[config.mk]
export PLATFORM = sky130hd
export DESIGN_NAME = exp_bus_master
export DESIGN_NICKNAME = d
export VERILOG_FILES = /design/src/rtl/exp_bus_master.sv
export SDC_FILE = /design/constraint.sdc
export NUM_CORES = 1
export LEC_CHECK = 0
export BUFFER_PORTS_ARGS = -buffer_cell sky130_fd_sc_hd__buf_2
export CORE_MARGIN = 5
export CORE_UTILIZATION = 51
export DETAILED_ROUTE_END_ITERATION = 10
export PLACE_DENSITY = 0.84
export SKIP_CTS_REPAIR_TIMING = 1
export SYNTH_ARGS = -nofsm -noshare
export SYNTH_HDL_FRONTEND = slang
export SYNTH_SLANG_ARGS = --single-unit
[constraint.sdc]
create_clock -name clk -period 2.2 [get_ports clk]
set_input_delay 0.44 -clock clk [delete_from_list [all_inputs] [get_ports clk]]
set_output_delay 0.44 -clock clk [all_outputs]
set_load 0.01 [all_outputs]
[src/rtl/exp_bus_master.sv]
// exp_bus_master: initiator for the 7-bit-address / 8-bit-data expansion bus.
// Host writes are posted into a small FIFO. Reads are ordered behind every
// queued write. Each bus cycle is one setup cycle followed by one strobe
// cycle, so a responder always sees a stable address and data before the strobe.
//
// Ports
//   clk, reset   : clock and synchronous active-high reset
//   host_req     : request valid. A request transfers when host_req && host_ready.
//   host_we      : 1 = posted write, 0 = read
//   host_addr    : target expansion address
//   host_wdata   : write data
//   host_ready   : a request can be accepted this cycle
//   host_rdata   : read data. Held after the host_rvalid pulse.
//   host_rvalid  : one-cycle pulse when read data returns
//   busy         : FIFO non-empty, read pending, or bus cycle in progress
//   expaddr      : registered bus address
//   expdout      : registered bus write data
//   expdin       : responder read data
//   expread      : registered read strobe
//   expwrite     : registered write strobe
//
// state    | meaning
// ---------+-----------------------------------------------------------
// IDLE     | no bus cycle; dispatch the next job if one is queued
// WSETUP   | write address/data on the bus, strobe low
// WSTROBE  | expwrite high; closing edge completes the write and dispatches
// RSETUP   | read address on the bus, strobe low
// RSTROBE  | expread high; closing edge captures expdin and dispatches
module exp_bus_master #(
  parameter int FIFO_DEPTH = 4,
  parameter int AW         = 7,
  parameter int DW         = 8
) (
  input  logic          clk,
  input  logic          reset,
  input  logic          host_req,
  input  logic          host_we,
  input  logic [AW-1:0] host_addr,
  input  logic [DW-1:0] host_wdata,
  output logic          host_ready,
  output logic [DW-1:0] host_rdata,
  output logic          host_rvalid,
  output logic          busy,
  output logic [AW-1:0] expaddr,
  output logic [DW-1:0] expdout,
  input  logic [DW-1:0] expdin,
  output logic          expread,
  output logic          expwrite
);

  localparam int PW = $clog2(FIFO_DEPTH);
  localparam int CW = PW + 1;

  typedef enum logic [2:0] {
    S_IDLE, S_WSETUP, S_WSTROBE, S_RSETUP, S_RSTROBE
  } state_t;

  state_t state, state_nxt;

  logic [AW-1:0] fifo_addr [FIFO_DEPTH];
  logic [DW-1:0] fifo_data [FIFO_DEPTH];
  logic [PW-1:0] wr_ptr, rd_ptr;
  logic [CW-1:0] count;
  logic          rd_pend;
  logic [AW-1:0] rd_addr;

  logic push, rd_accept, dispatch, fifo_empty, pop, start_read, rd_waiting;
  logic expwrite_nxt, expread_nxt, rd_done;

  assign host_ready = !rd_pend && (count < CW'(FIFO_DEPTH));
  assign push       = host_req && host_ready && host_we;
  assign rd_accept  = host_req && host_ready && !host_we;
  assign fifo_empty = (count == '0);
  assign busy       = !fifo_empty || rd_pend || (state != S_IDLE);

  // In RSTROBE, rd_pend still describes the read that is finishing now.
  // That read must not be issued a second time.
  assign rd_waiting = rd_pend && (state != S_RSTROBE);
  assign dispatch   = (state == S_IDLE) || (state == S_WSTROBE) || (state == S_RSTROBE);
  assign pop        = dispatch && !fifo_empty;
  assign start_read = dispatch && fifo_empty && rd_waiting;

  // State register and registered datapath
  always_ff @(posedge clk) begin
    if (reset) begin
      state       <= S_IDLE;
      wr_ptr      <= '0;
      rd_ptr      <= '0;
      count       <= '0;
      rd_pend     <= 1'b0;
      rd_addr     <= '0;
      expaddr     <= '0;
      expdout     <= '0;
      expwrite    <= 1'b0;
      expread     <= 1'b0;
      host_rdata  <= '0;
      host_rvalid <= 1'b0;
    end else begin
      state       <= state_nxt;
      expwrite    <= expwrite_nxt;
      expread     <= expread_nxt;
      host_rvalid <= rd_done;

      if (push) wr_ptr <= wr_ptr + PW'(1);
      if (pop)  rd_ptr <= rd_ptr + PW'(1);
      case ({push, pop})
        2'b10:   count <= count + CW'(1);
        2'b01:   count <= count - CW'(1);
        default: count <= count;
      endcase

      if (rd_accept) begin
        rd_pend <= 1'b1;
        rd_addr <= host_addr;
      end else if (rd_done) begin
        rd_pend <= 1'b0;
      end

      if (pop) begin
        expaddr <= fifo_addr[rd_ptr];
        expdout <= fifo_data[rd_ptr];
      end else if (start_read) begin
        expaddr <= rd_addr;
      end

      if (rd_done) host_rdata <= expdin;
    end
  end

  // FIFO storage does not need a reset; entries are only read after a push.
  always_ff @(posedge clk) begin
    if (push) begin
      fifo_addr[wr_ptr] <= host_addr;
      fifo_data[wr_ptr] <= host_wdata;
    end
  end

  // Next-state logic. Queued writes always win over a pending read.
  always_comb begin
    state_nxt = state;
    case (state)
      S_IDLE, S_WSTROBE, S_RSTROBE: begin
        if (pop)             state_nxt = S_WSETUP;
        else if (start_read) state_nxt = S_RSETUP;
        else                 state_nxt = S_IDLE;
      end
      S_WSETUP: state_nxt = S_WSTROBE;
      S_RSETUP: state_nxt = S_RSTROBE;
      default:  state_nxt = S_IDLE;
    endcase
  end

  // Output decode. These values are registered above, so each strobe is
  // high for exactly the one cycle spent in the strobe state.
  always_comb begin
    expwrite_nxt = 1'b0;
    expread_nxt  = 1'b0;
    rd_done      = 1'b0;
    case (state)
      S_WSETUP:  expwrite_nxt = 1'b1;
      S_RSETUP:  expread_nxt  = 1'b1;
      S_RSTROBE: rd_done      = 1'b1;
      default:   ;
    endcase
  end

endmodule

==> impl_results.md, run 1 <==
* Proportion of power drawn by the clock network at 0.203
* Total power draw at 5.306 mW
* Worst-path maximum fanout at 3
* Largest voltage drop on the vdd net at 0.0004944 V
* Switching power of the nets at 1.770 mW
* Number of buffers added by the clock tree synthesis step at 9
* Dominant register cell in the synthesized netlist: sky130_fd_sc_hd__edfxtp_1
* Post-route clock skew at 13.85 ps
* Die outline height at 99.39 um
* Worst-case setup slack after placement at 125.6 ps
* Data required time at the worst endpoint at 1760 ps
* Relative contribution of sequential cells to total power at 0.473
* Distinct cell type count of the synthesized netlist at 40
* Fraction of layout cells with a size suffix above 1 at 0.3447
* Max-cap violation count at 0
* Arrival time worst endpoint at 1790 ps
* Input/output buffers at 54
* Start point of the critical path: count[0]
* Clock latency reported for the late side of the worst-skew pair at 360 ps
* Net Count, Synth at 316
* Effective utilization at floorplan at 0.5246
* Clock-pin slew reported for the worst setup and hold paths after clock tree synthesis at 100 ps
* Cell types with the highest counts after synthesis: sky130_fd_sc_hd__edfxtp_1 (60), sky130_fd_sc_hd__dfxtp_1 (45), sky130_fd_sc_hd__nor2_1 (23), sky130_fd_sc_hd__nand3_1 (22), sky130_fd_sc_hd__mux2i_1 (17)
* Leading cell types by total area after synthesis: sky130_fd_sc_hd__edfxtp_1 (44%), sky130_fd_sc_hd__dfxtp_1 (22%), sky130_fd_sc_hd__mux4_2 (8.3%)
* Violations in the final reports: negative setup slack
* DR DRC count at 0
* Sum of net half-perimeters after detailed placement at 5601 um
* Post-Route WL at 8195 um
* Number of hold violations in the final report at 0
* Diode insertion count for antenna repair at 0
* Share of synthesized registers carrying an async set or reset at 0
* Share of the clock period used by the worst path after layout at 1.015
* Final ANT Viol Nets at 0
* Remaining Overflow, GRT at 0
* Endpoint of the worst setup timing path: busy
* First-pass GRT wire length at 13250 um
* Pwr Density at 1119 mW/mm^2
* Reg-to-reg slack, setup at 120 ps
* Unrepaired setup endpoints after global routing: yes
* Slew Viols, Final at 0
* Yosys reg bits at 105
* Library cell with the largest summed area after synthesis: sky130_fd_sc_hd__edfxtp_1
* CTS max path bufs at 2
* Min Tclk post-route at 2232 ps
* Total internal power at 3.536 mW
* Tot GR Track Use at 0.1724
* Maximum level of the CTS H-tree at 3
* Via count at 2544
* Startpoint type of the worst setup path: register
* Type of destination of the critical path: output port
* Largest net degree at the start of global routing at 28
* Number of vias per cell after detailed routing at 5.616
* Kind of critical path: reg2out
* DRT iter0 DRCs at 143
* Area enclosed by the die boundary at 0.009878 sq mm
* Cell count of the worst reg-to-reg path at 8
* Area added between synthesis and finish at 16.30%
* Synth Instances at 283
* Reg2Reg Capture Point: count[2]
* Final worst setup slack at -32.35 ps
* Average wire per cell in the routed design at 18.09 um
* Core footprint at 0.007767 sq mm
* Run status: finished, violations left
* Die width at 99.39 um
* Fraction of power spent switching nets at 0.3335
* Share of the synthesized area in the top cell type at 0.4421
* Part of the total power dissipated in combinational logic at 0.323
* CTS Root Buffer Type: sky130_fd_sc_hd__clkbuf_8
* Top Ports at 55
* Weighted congestion reported at the end of routability-driven placement at 0.7763
* Startpoint of the worst-slack reg-to-reg timing path: count[2]
* Synthesized area per cell at 14.40 sq um
* Router iterations before antenna repair at 4
* Vias in the first global route at 2688
* Fmax at 0.4480 GHz
* Hold crit path type: in2reg
* Clock tree from TritonCTS: yes
* Post-Synthesis Cell Area at 0.004075 sq mm
* Post-synth EDFFs at 60
* Worst slew slack as a fraction of its limit at 0.5643
* Count of filler cells inserted in the layout at 565
* Number of antenna violations at the first check in global routing at 0
* Most repeated cell in the gate-level netlist after synthesis: sky130_fd_sc_hd__edfxtp_1
* Part of the Yosys area used for sequential elements at 0.6632
* Leak at 1.721 nW
* Clock Sinks at 105
* Nets@finish at 379
* Layout Utilization at 0.6102
* Floorplan row count at 32
* Setup violations, final at 1
* Slew of the pin with the lowest slew margin at 652.2 ps
* Warnings from Yosys at 0
## cell families after synthesis
kind of cell	Yosys count	share of synthesized area
muxes	32	0.1247
xor gates and xnor gates	3	0.006449
AOI/OAI and AO/OA	42	0.06202
and+or+nand+nor	68	0.09304
DFF	105	0.6632
buffers and inverters	27	0.03040
adders and majority gates	6	0.02026
## power by group through the flow
| stage | logic [mW] | registers [mW] | clock network (mW) |
|---|---|---|---|
| floorplan | 1.19 | 2.51 | 0 |
| global placement | 1.60 | 2.54 | 0 |
| detailed placement | 1.64 | 2.56 | 0 |
| CTS | 1.65 | 2.52 | 1.10 |
| global route | 1.86 | 2.55 | 1.19 |
| finish | 1.72 | 2.51 | 1.08 |
## worst min-delay path by stage
stage	startpoint	to	depth (start not counted)	slack (ps)
after CTS	host_wdata[6]	fifo_data[2][6]	1	270
after global routing	host_wdata[6]	fifo_data[3][6]	1	280
final	host_wdata[6]	fifo_data[2][6]	1	290
after floorplan	rd_addr[0]	expaddr[0]	2	460
after detailed placement	expdout[1]	expdout[1]	2	470
after global placement	expdout[2]	expdout[2]	2	460
## cell type report
class,instances,area [sq um],area share
flip-flops and latches,105,2709,0.5715
inverters,5,18.77,0.003960
multi-input cells,151,1281,0.2703
well taps,102,127.6,0.02693
clock buffers,9,123.9,0.02614
clock inverters,7,52.55,0.01109
repair buffers,74,426.7,0.09002
## sequential cells by signal, summed over array words and instances, names as in the netlist, named ones only
signal and flops:
count 3, expaddr 7, expdout 8, expread 1, expwrite 1, fifo_addr 28, fifo_data 32, host_rdata 8
host_rvalid 1, rd_addr 7, rd_pend 1, rd_ptr 2, state 2, wr_ptr 2
## critical path, stage by stage (launching register included)
cell and delay (ps):
sky130_fd_sc_hd__dfxtp_4 350, sky130_fd_sc_hd__or4_4 530, sky130_fd_sc_hd__or4_4 420, sky130_fd_sc_hd__buf_6 130
## placed cells by master (no fill, tap or decap), drive strengths merged, types with 2 or more instances in the layout
cell type,n
a21oi,15
clkbuf,9
ha,5
mux4,15
nand3,22
clkinv,2
clkinvlp,2
nor4b,2
o221ai,6
a31oi,6
nor2,23
o21ai,11
inv,8
edfxtp,60
or3,2
xnor2,2
dfxtp,45
nor3,3
and2,4
mux2i,17
buf,74
or4,3
nand2,2
## through the flow
stage / TNS, ps / area [sq um] / std cells / hold WS, ps
after global routing: -73.23 / 4740 / 453 / 284.1
after global placement: 0 / 4536 / 435 / 461.2
after CTS: -154.7 / 4712 / 451 / 274.1
after floorplan: 0 / 4111 / 283 / 456.9
after detailed placement: 0 / 4536 / 435 / 467.7
final: -32.35 / 4740 / 453 / 286.6
## routing by layer
layer  vias to the layer above  part of all wire  global-route usage
met4                         0             0.018             0.08193
met2                        78              0.52              0.2887
li1                       1191                 -                   -
met3                        14             0.052             0.02735
met5                         -                 0                   0
met1                      1261              0.41              0.2197
(Power assumes the default switching activity.)
==> run 2: changes to the inputs <==
--- a/config.mk
+++ b/config.mk
@@ -9,7 +9,9 @@
 export CORE_MARGIN = 5
 export CORE_UTILIZATION = 51
 export DETAILED_ROUTE_END_ITERATION = 10
+export MAX_ROUTING_LAYER = met4
 export PLACE_DENSITY = 0.84
+export RECOVER_POWER = 100
 export SKIP_CTS_REPAIR_TIMING = 1
 export SYNTH_ARGS = -nofsm -noshare
 export SYNTH_HDL_FRONTEND = slang
==> run 2 against run 1 <==
Effect of this change:
- largest cell class unchanged
- via count up 1.3%
- the flow still finishes with violations (negative setup slack)
- critical path type unchanged
- cell area fell by 0.79%
- clock skew up 0.94 ps
- worst hold slack better by 21 ps
- clock-buffer cell count stayed put
- die area is the same
- setup slack improved by 3.6 ps
- largest power group unchanged
- critical path depth stayed put
- cell count unchanged
==> impl_results.md, run 2 (same netlist as run 1, synthesis figures left out) <==
* Max-cap violation count at 0
* Largest voltage drop on the vdd net at 0.0004920 V
* Leak at 1.627 nW
* Effective utilization at floorplan at 0.5246
* End point of the most critical hold path: host_rdata[6]
* Startpoint of the worst hold path: expdin[6]
* Largest net degree at the start of global routing at 28
* CTS max path bufs at 2
* Share of the clock period used by the worst path after layout at 1.013
* Sum of net half-perimeters after detailed placement at 5601 um
* Weighted congestion reported at the end of routability-driven placement at 0.7870
* Reg2Reg Capture Point: count[2]
* Min Tclk post-route at 2229 ps
* Number of stages on the worst hold path at 3
* CTS Root Buffer Type: sky130_fd_sc_hd__clkbuf_8
* Fraction of layout cells with a size suffix above 1 at 0.2650
* Number of vias per cell after detailed routing at 5.687
* Number of flip-flops under the largest register name at 32
* Startpoint type of the worst setup path: register
* Startpoint of the worst-slack reg-to-reg timing path: count[2]
* Maximum level of the CTS H-tree at 3
* Number of buffers added by the clock tree synthesis step at 9
* Slew Viols, Final at 0
* Area enclosed by the die boundary at 0.009878 sq mm
* Worst slew slack as a fraction of its limit at 0.1583
* Type of destination of the critical path: output port
* Worst-path maximum fanout at 3
* Clock-pin slew reported for the worst setup and hold paths after clock tree synthesis at 100 ps
* Input/output buffers at 54
* DRT iter0 DRCs at 185
* Unrepaired setup endpoints after global routing: yes
* Via count at 2576
* Top library cells by usage in the layout, fill and taps aside: sky130_fd_sc_hd__edfxtp_1 (60), sky130_fd_sc_hd__dfxtp_1 (42), sky130_fd_sc_hd__clkbuf_1 (28), sky130_fd_sc_hd__buf_2 (26), sky130_fd_sc_hd__nor2_1 (23)
* Die outline height at 99.39 um
* Most frequent standard cell in the layout excluding fill and tap cells: sky130_fd_sc_hd__edfxtp_1
* Top Ports at 55
* Register name with the most flops: fifo_data
* Layout Utilization at 0.6053
* DR DRC count at 0
* Number of hold violations in the final report at 0
* Fmax at 0.4487 GHz
* Final ANT Viol Nets at 0
* Count of filler cells inserted in the layout at 591
* Area added between synthesis and finish at 15.38%
* Clock tree from TritonCTS: yes
* Average wire per cell in the routed design at 18.31 um
* Tot GR Track Use at 0.1776
* Kind of critical path: reg2out
* Router iterations before antenna repair at 5
* Arrival time worst endpoint at 1790 ps
* Data required time at the worst endpoint at 1760 ps
* Floorplan row count at 32
* Biggest regs: fifo_data: 32 flops, fifo_addr: 28 flops
* Number of antenna violations at the first check in global routing at 0
* Pwr Density at 1126 mW/mm^2
* Post-Route WL at 8295 um
* Run status: finished, violations left
* Core footprint at 0.007767 sq mm
* Clock Sinks at 105
* Worst-case setup slack after placement at 125.6 ps
* Remaining Overflow, GRT at 0
* Post-route clock skew at 14.79 ps
* Setup violations, final at 1
* Clock latency reported for the late side of the worst-skew pair at 360 ps
* Slew of the pin with the lowest slew margin at 1262 ps
* Nets@finish at 379
* Reg-to-reg slack, setup at 110 ps
* Violations in the final reports: negative setup slack
* Diode insertion count for antenna repair at 0
* Cell count of the worst reg-to-reg path at 8
* Die width at 99.39 um
* Hold crit path type: in2reg
* First-pass GRT wire length at 13250 um
* Final worst setup slack at -28.71 ps
* Vias in the first global route at 2683
## run 2: cell types whose count changed in the layout (fill, tap and decap cells not counted), sizes merged
| cell | before | now |
|---|---|---|
| clkbuf | 9 | 37 |
| buf | 74 | 46 |
## run 2: cell type report
class / count / area, sq um / share of cell area
clock inverter: 7 / 52.55 / 0.01118
multi-input combinational: 151 / 1281 / 0.2725
sequential: 105 / 2709 / 0.5761
timing repair buffer: 74 / 389.1 / 0.08276
tap: 102 / 127.6 / 0.02714
clock buffer: 9 / 123.9 / 0.02634
inverter: 5 / 18.77 / 0.003991
## run 2: critical path, stage by stage (launching register included)
cell and delay (ps):
sky130_fd_sc_hd__dfxtp_4 350, sky130_fd_sc_hd__or4_4 520, sky130_fd_sc_hd__or4_4 420, sky130_fd_sc_hd__buf_6 130
## run 2: per-layer routing
metal  wire length [um]  share of wire  GRT usage  vias to the layer above
met5                  0              0          -                        -
met2               4226           0.51     0.2877                       82
li1                   -              -          -                     1194
met3                435          0.052    0.02735                       14
met1               3505           0.42     0.2207                     1286
met4                127          0.015    0.08193                        0
## run 2: worst max path at each step
stage,end,slack (ps),depth (start not counted),start
global route,busy,-70,3,count[0]
finish,busy,-30,3,count[0]
detailed placement,count[2],130,8,count[2]
CTS,busy,-150,3,count[1]
floorplan,count[2],40,10,count[2]
global placement,count[2],160,8,count[2]
## run 2: stage by stage
stage               area [sq um]  setup TNS (ps)  hold WS [ps]  cells  total power [mW]
floorplan                   4111               0         456.9    283             3.700
global placement            4536               0         461.2    435             4.140
detailed placement          4536               0         467.7    435             4.202
CTS                         4712          -154.7         274.1    451             5.269
global route                4702          -73.66         319.3    453             5.581
finish                      4702          -28.71         307.7    453             5.297
## run 2: where the power goes
group	internal (mW)	total, mW	leakage [nW]	switching (mW)
Clock	0.421	1.08	0.0866	0.659
Combinational	0.792	1.70	0.628	0.908
Sequential	2.31	2.52	0.912	0.208
Total	3.52	5.30	1.63	1.78
==> run 3: changes to the inputs <==
--- a/config.mk
+++ b/config.mk
@@ -5,12 +5,14 @@
 export SDC_FILE = /design/constraint.sdc
 export NUM_CORES = 1
 export LEC_CHECK = 0
+export ABC_AREA = 1
 export BUFFER_PORTS_ARGS = -buffer_cell sky130_fd_sc_hd__buf_2
 export CORE_MARGIN = 5
-export CORE_UTILIZATION = 51
+export CORE_UTILIZATION = 54
+export CTS_BUF_LIST = sky130_fd_sc_hd__clkbuf_4
 export DETAILED_ROUTE_END_ITERATION = 10
 export MAX_ROUTING_LAYER = met4
-export PLACE_DENSITY = 0.84
+export PLACE_DENSITY = 0.87
 export RECOVER_POWER = 100
 export SKIP_CTS_REPAIR_TIMING = 1
 export SYNTH_ARGS = -nofsm -noshare
==> run 3 against run 2 <==
Effect of this change:
- the flow now finishes without violations
- sequential power is 3% higher
- via count is 18% higher
- clock-buffer cell count increased by 1
- core utilization shrank 0.42 points
- sequential cell count unchanged
- clock power is 21% lower
- register-to-register slack better by 99 ps
- clock skew rose by 3.9 ps
- largest power group unchanged
- combinational power is 5% higher
- sequential share of layout area increased by 1.2 points
- critical path type is now reg2reg
==> impl_results.md, run 3 <==
* Leak at 1.833 nW
* First-pass GRT wire length at 13870 um
* Data required time at the worst endpoint at 2570 ps
* Sum of net half-perimeters after detailed placement at 5748 um
* Die outline height at 98.01 um
* Post-route clock skew at 18.73 ps
* Remaining Overflow, GRT at 0
* Weighted congestion reported at the end of routability-driven placement at 0.7862
* Router iterations before antenna repair at 4
* Maximum level of the CTS H-tree at 3
* Synthesized area per cell at 9.750 sq um
* Switching power of the nets at 2.036 mW
* Tot GR Track Use at 0.1891
* Clock-pin slew reported for the worst setup and hold paths after clock tree synthesis at 150 ps
* Run status: finished, final reports clean
* Register name with the most flops: fifo_data
* Post-Synthesis Cell Area at 0.004183 sq mm
* Fmax at 0.5023 GHz
* Fraction of layout cells with a size suffix above 1 at 0.08316
* Most repeated cell in the gate-level netlist after synthesis: sky130_fd_sc_hd__nor2_1
* Post-synth EDFFs at 60
* Cell types with the highest counts after synthesis: sky130_fd_sc_hd__nor2_1 (83), sky130_fd_sc_hd__edfxtp_1 (60), sky130_fd_sc_hd__nand2_1 (60), sky130_fd_sc_hd__inv_1 (56), sky130_fd_sc_hd__dfxtp_1 (45)
* Endpoint of the worst setup timing path: count[2]
* Clock latency reported for the late side of the worst-skew pair at 440 ps
* Placed insts at 579
* Part of the Yosys area used for sequential elements at 0.6461
* Net Count, Synth at 462
* Warnings from Yosys at 0
* Yosys reg bits at 105
* Core footprint at 0.007647 sq mm
* Vias in the first global route at 3023
* Final ANT Viol Nets at 0
* Input/output buffers at 54
* Count of filler cells inserted in the layout at 655
* Average wire per cell in the routed design at 14.26 um
* Top library cells by usage in the layout, fill and taps aside: sky130_fd_sc_hd__nor2_1 (84), sky130_fd_sc_hd__nand2_1 (62), sky130_fd_sc_hd__edfxtp_1 (60), sky130_fd_sc_hd__inv_1 (57), sky130_fd_sc_hd__dfxtp_1 (45)
* Area added between synthesis and finish at 9.901%
* Slew Viols, Final at 0
* Pwr Density at 1139 mW/mm^2
* Effective utilization at floorplan at 0.5470
* Worst-path maximum fanout at 17
* Part of the total power dissipated in combinational logic at 0.340
* Min Tclk post-route at 1991 ps
* Relative contribution of sequential cells to total power at 0.497
* Die width at 98.01 um
* Slew of the pin with the lowest slew margin at 678.3 ps
* Max-cap violation count at 0
* Synth Instances at 429
* Startpoint type of the worst setup path: register
* Start point of the critical path: expread
* Share of the clock period used by the worst path after layout at 0.9050
* Number of flip-flops under the largest register name at 32
* Post-Route WL at 8486 um
* Library cell with the largest summed area after synthesis: sky130_fd_sc_hd__edfxtp_1
* Most frequent standard cell in the layout excluding fill and tap cells: sky130_fd_sc_hd__nor2_1
* Final TNS setup at 0 ps
* Largest voltage drop on the vdd net at 0.0005678 V
* Fraction of power spent switching nets at 0.3889
* Type of destination of the critical path: register
* Number of antenna violations at the first check in global routing at 0
* Worst slew slack as a fraction of its limit at 0.5478
* Share of synthesized registers carrying an async set or reset at 0
* Largest net degree at the start of global routing at 31
* Proportion of power drawn by the clock network at 0.163
* Number of hold violations in the final report at 0
* Arrival time worst endpoint at 2360 ps
* Via count at 3041
* Top Ports at 55
* Share of the synthesized area in the top cell type at 0.4308
* Area enclosed by the die boundary at 0.009606 sq mm
* Final cell count without fillers at 595
* Leading cell types by total area after synthesis: sky130_fd_sc_hd__edfxtp_1 (43%), sky130_fd_sc_hd__dfxtp_1 (22%), sky130_fd_sc_hd__nor2_1 (7.4%)
* Number of buffers added by the clock tree synthesis step at 9
* Startpoint of the worst-slack reg-to-reg timing path: expread
* DR DRC count at 0
* Floorplan row count at 32
* Diode insertion count for antenna repair at 0
* Hold crit path type: in2reg
* Clock tree from TritonCTS: yes
* Distinct cell type count of the synthesized netlist at 28
* Cell count of the worst reg-to-reg path at 11
* CTS max path bufs at 2
* CTS Root Buffer Type: sky130_fd_sc_hd__clkbuf_4
* Clock Sinks at 105
* Dominant register cell in the synthesized netlist: sky130_fd_sc_hd__edfxtp_1
* Unrepaired setup endpoints after global routing: no
* Setup violations, final at 0
* Reg-to-reg slack, setup at 210 ps
* Kind of critical path: reg2reg
* DRT iter0 DRCs at 132
* Number of vias per cell after detailed routing at 5.111
* Reg2Reg Capture Point: count[2]
* Biggest regs: fifo_data: 32 flops, fifo_addr: 28 flops
* Nets@finish at 521
* Total internal power at 3.200 mW
## run 3: cell types whose count changed in the layout (fill, tap and decap cells not counted), moves of 8 or more
cell,delta
sky130_fd_sc_hd__mux2i_1,-17
sky130_fd_sc_hd__buf_4,-16
sky130_fd_sc_hd__clkbuf_1,+15
sky130_fd_sc_hd__o21ai_0,+25
sky130_fd_sc_hd__mux4_2,-15
sky130_fd_sc_hd__clkbuf_4,+10
sky130_fd_sc_hd__clkbuf_8,-9
sky130_fd_sc_hd__buf_2,-14
sky130_fd_sc_hd__nand2_1,+61
sky130_fd_sc_hd__o22ai_1,+8
sky130_fd_sc_hd__nor2_1,+61
sky130_fd_sc_hd__inv_1,+53
## run 3: per-layer routing
layer,global-route usage,wire length (um)
met5,-,0
met4,0.08307,149
met3,0.03429,472
met2,0.3461,4613
met1,0.1967,3251
## run 3: cells by family (layout without fill, tap and decap cells)
logic type	after synthesis	in the layout	share of synthesized area
buffers and inverters	74	138	0.07329
adders and majority gates	6	6	0.01974
and+or+nand+nor	176	176	0.1753
DFF	105	105	0.6461
AOI/OAI and AO/OA	68	68	0.08555
## run 3: cell type report
cell class	count	area [sq um]	share of cell area
clock buffers	10	75.07	0.01633
clock inverters	6	42.54	0.009254
inverters	60	227.7	0.04954
multi-input cells	250	1157	0.2518
flip-flops and latches	105	2703	0.5879
well taps	102	127.6	0.02776
repair buffers	62	264.0	0.05743
## run 3: worst min path at each step
| stage | from | endpoint | slack, ps | cells past startpoint |
|---|---|---|---|---|
| floorplan | rd_addr[6] | rd_addr[6] | 420 | 2 |
| global placement | rd_addr[4] | rd_addr[4] | 430 | 2 |
| detailed placement | rd_addr[6] | rd_addr[6] | 440 | 2 |
| CTS | host_wdata[3] | fifo_data[0][3] | 180 | 1 |
| global route | host_wdata[3] | fifo_data[3][3] | 240 | 1 |
| finish | expdin[2] | host_rdata[2] | 250 | 3 |
## run 3: stage by stage
| step | instance area, sq um | setup slack [ps] | utilization | total power [mW] | hold slack, ps |
|---|---|---|---|---|---|
| after floorplan | 4183 | 233.5 | - | 3.950 | 423.9 |
| final | 4597 | 209.1 | 0.6011 | 5.236 | 251.2 |
| after detailed placement | 4562 | 258.6 | 0.5965 | 4.496 | 435.0 |
| after global placement | 4562 | 346.4 | 0.5965 | 4.387 | 432.8 |
| after CTS | 4679 | 225.4 | 0.6119 | 5.347 | 182.6 |
| after global routing | 4597 | 30.13 | 0.6011 | 5.602 | 242.9 |
## run 3: critical path, stage by stage (launching register included)
cell and delay, ps:
sky130_fd_sc_hd__dfxtp_1 460, sky130_fd_sc_hd__nand2_1 80, sky130_fd_sc_hd__nand2_1 140, sky130_fd_sc_hd__inv_2 60, sky130_fd_sc_hd__nand2_4 70, sky130_fd_sc_hd__inv_4 90
sky130_fd_sc_hd__ha_1 230, sky130_fd_sc_hd__fa_1 390, sky130_fd_sc_hd__nor2_1 100, sky130_fd_sc_hd__nor2_1 60, sky130_fd_sc_hd__and3_1 140, sky130_fd_sc_hd__nor3_1 110
## run 3: power by group through the flow
stage | Sequential, mW | Combinational [mW] | Clock, mW
after floorplan | 2.60 | 1.35 | 0
after global routing | 2.64 | 2.00 | 0.963
after detailed placement | 2.64 | 1.85 | 0
after global placement | 2.62 | 1.77 | 0
final | 2.60 | 1.78 | 0.854
after CTS | 2.60 | 1.87 | 0.880
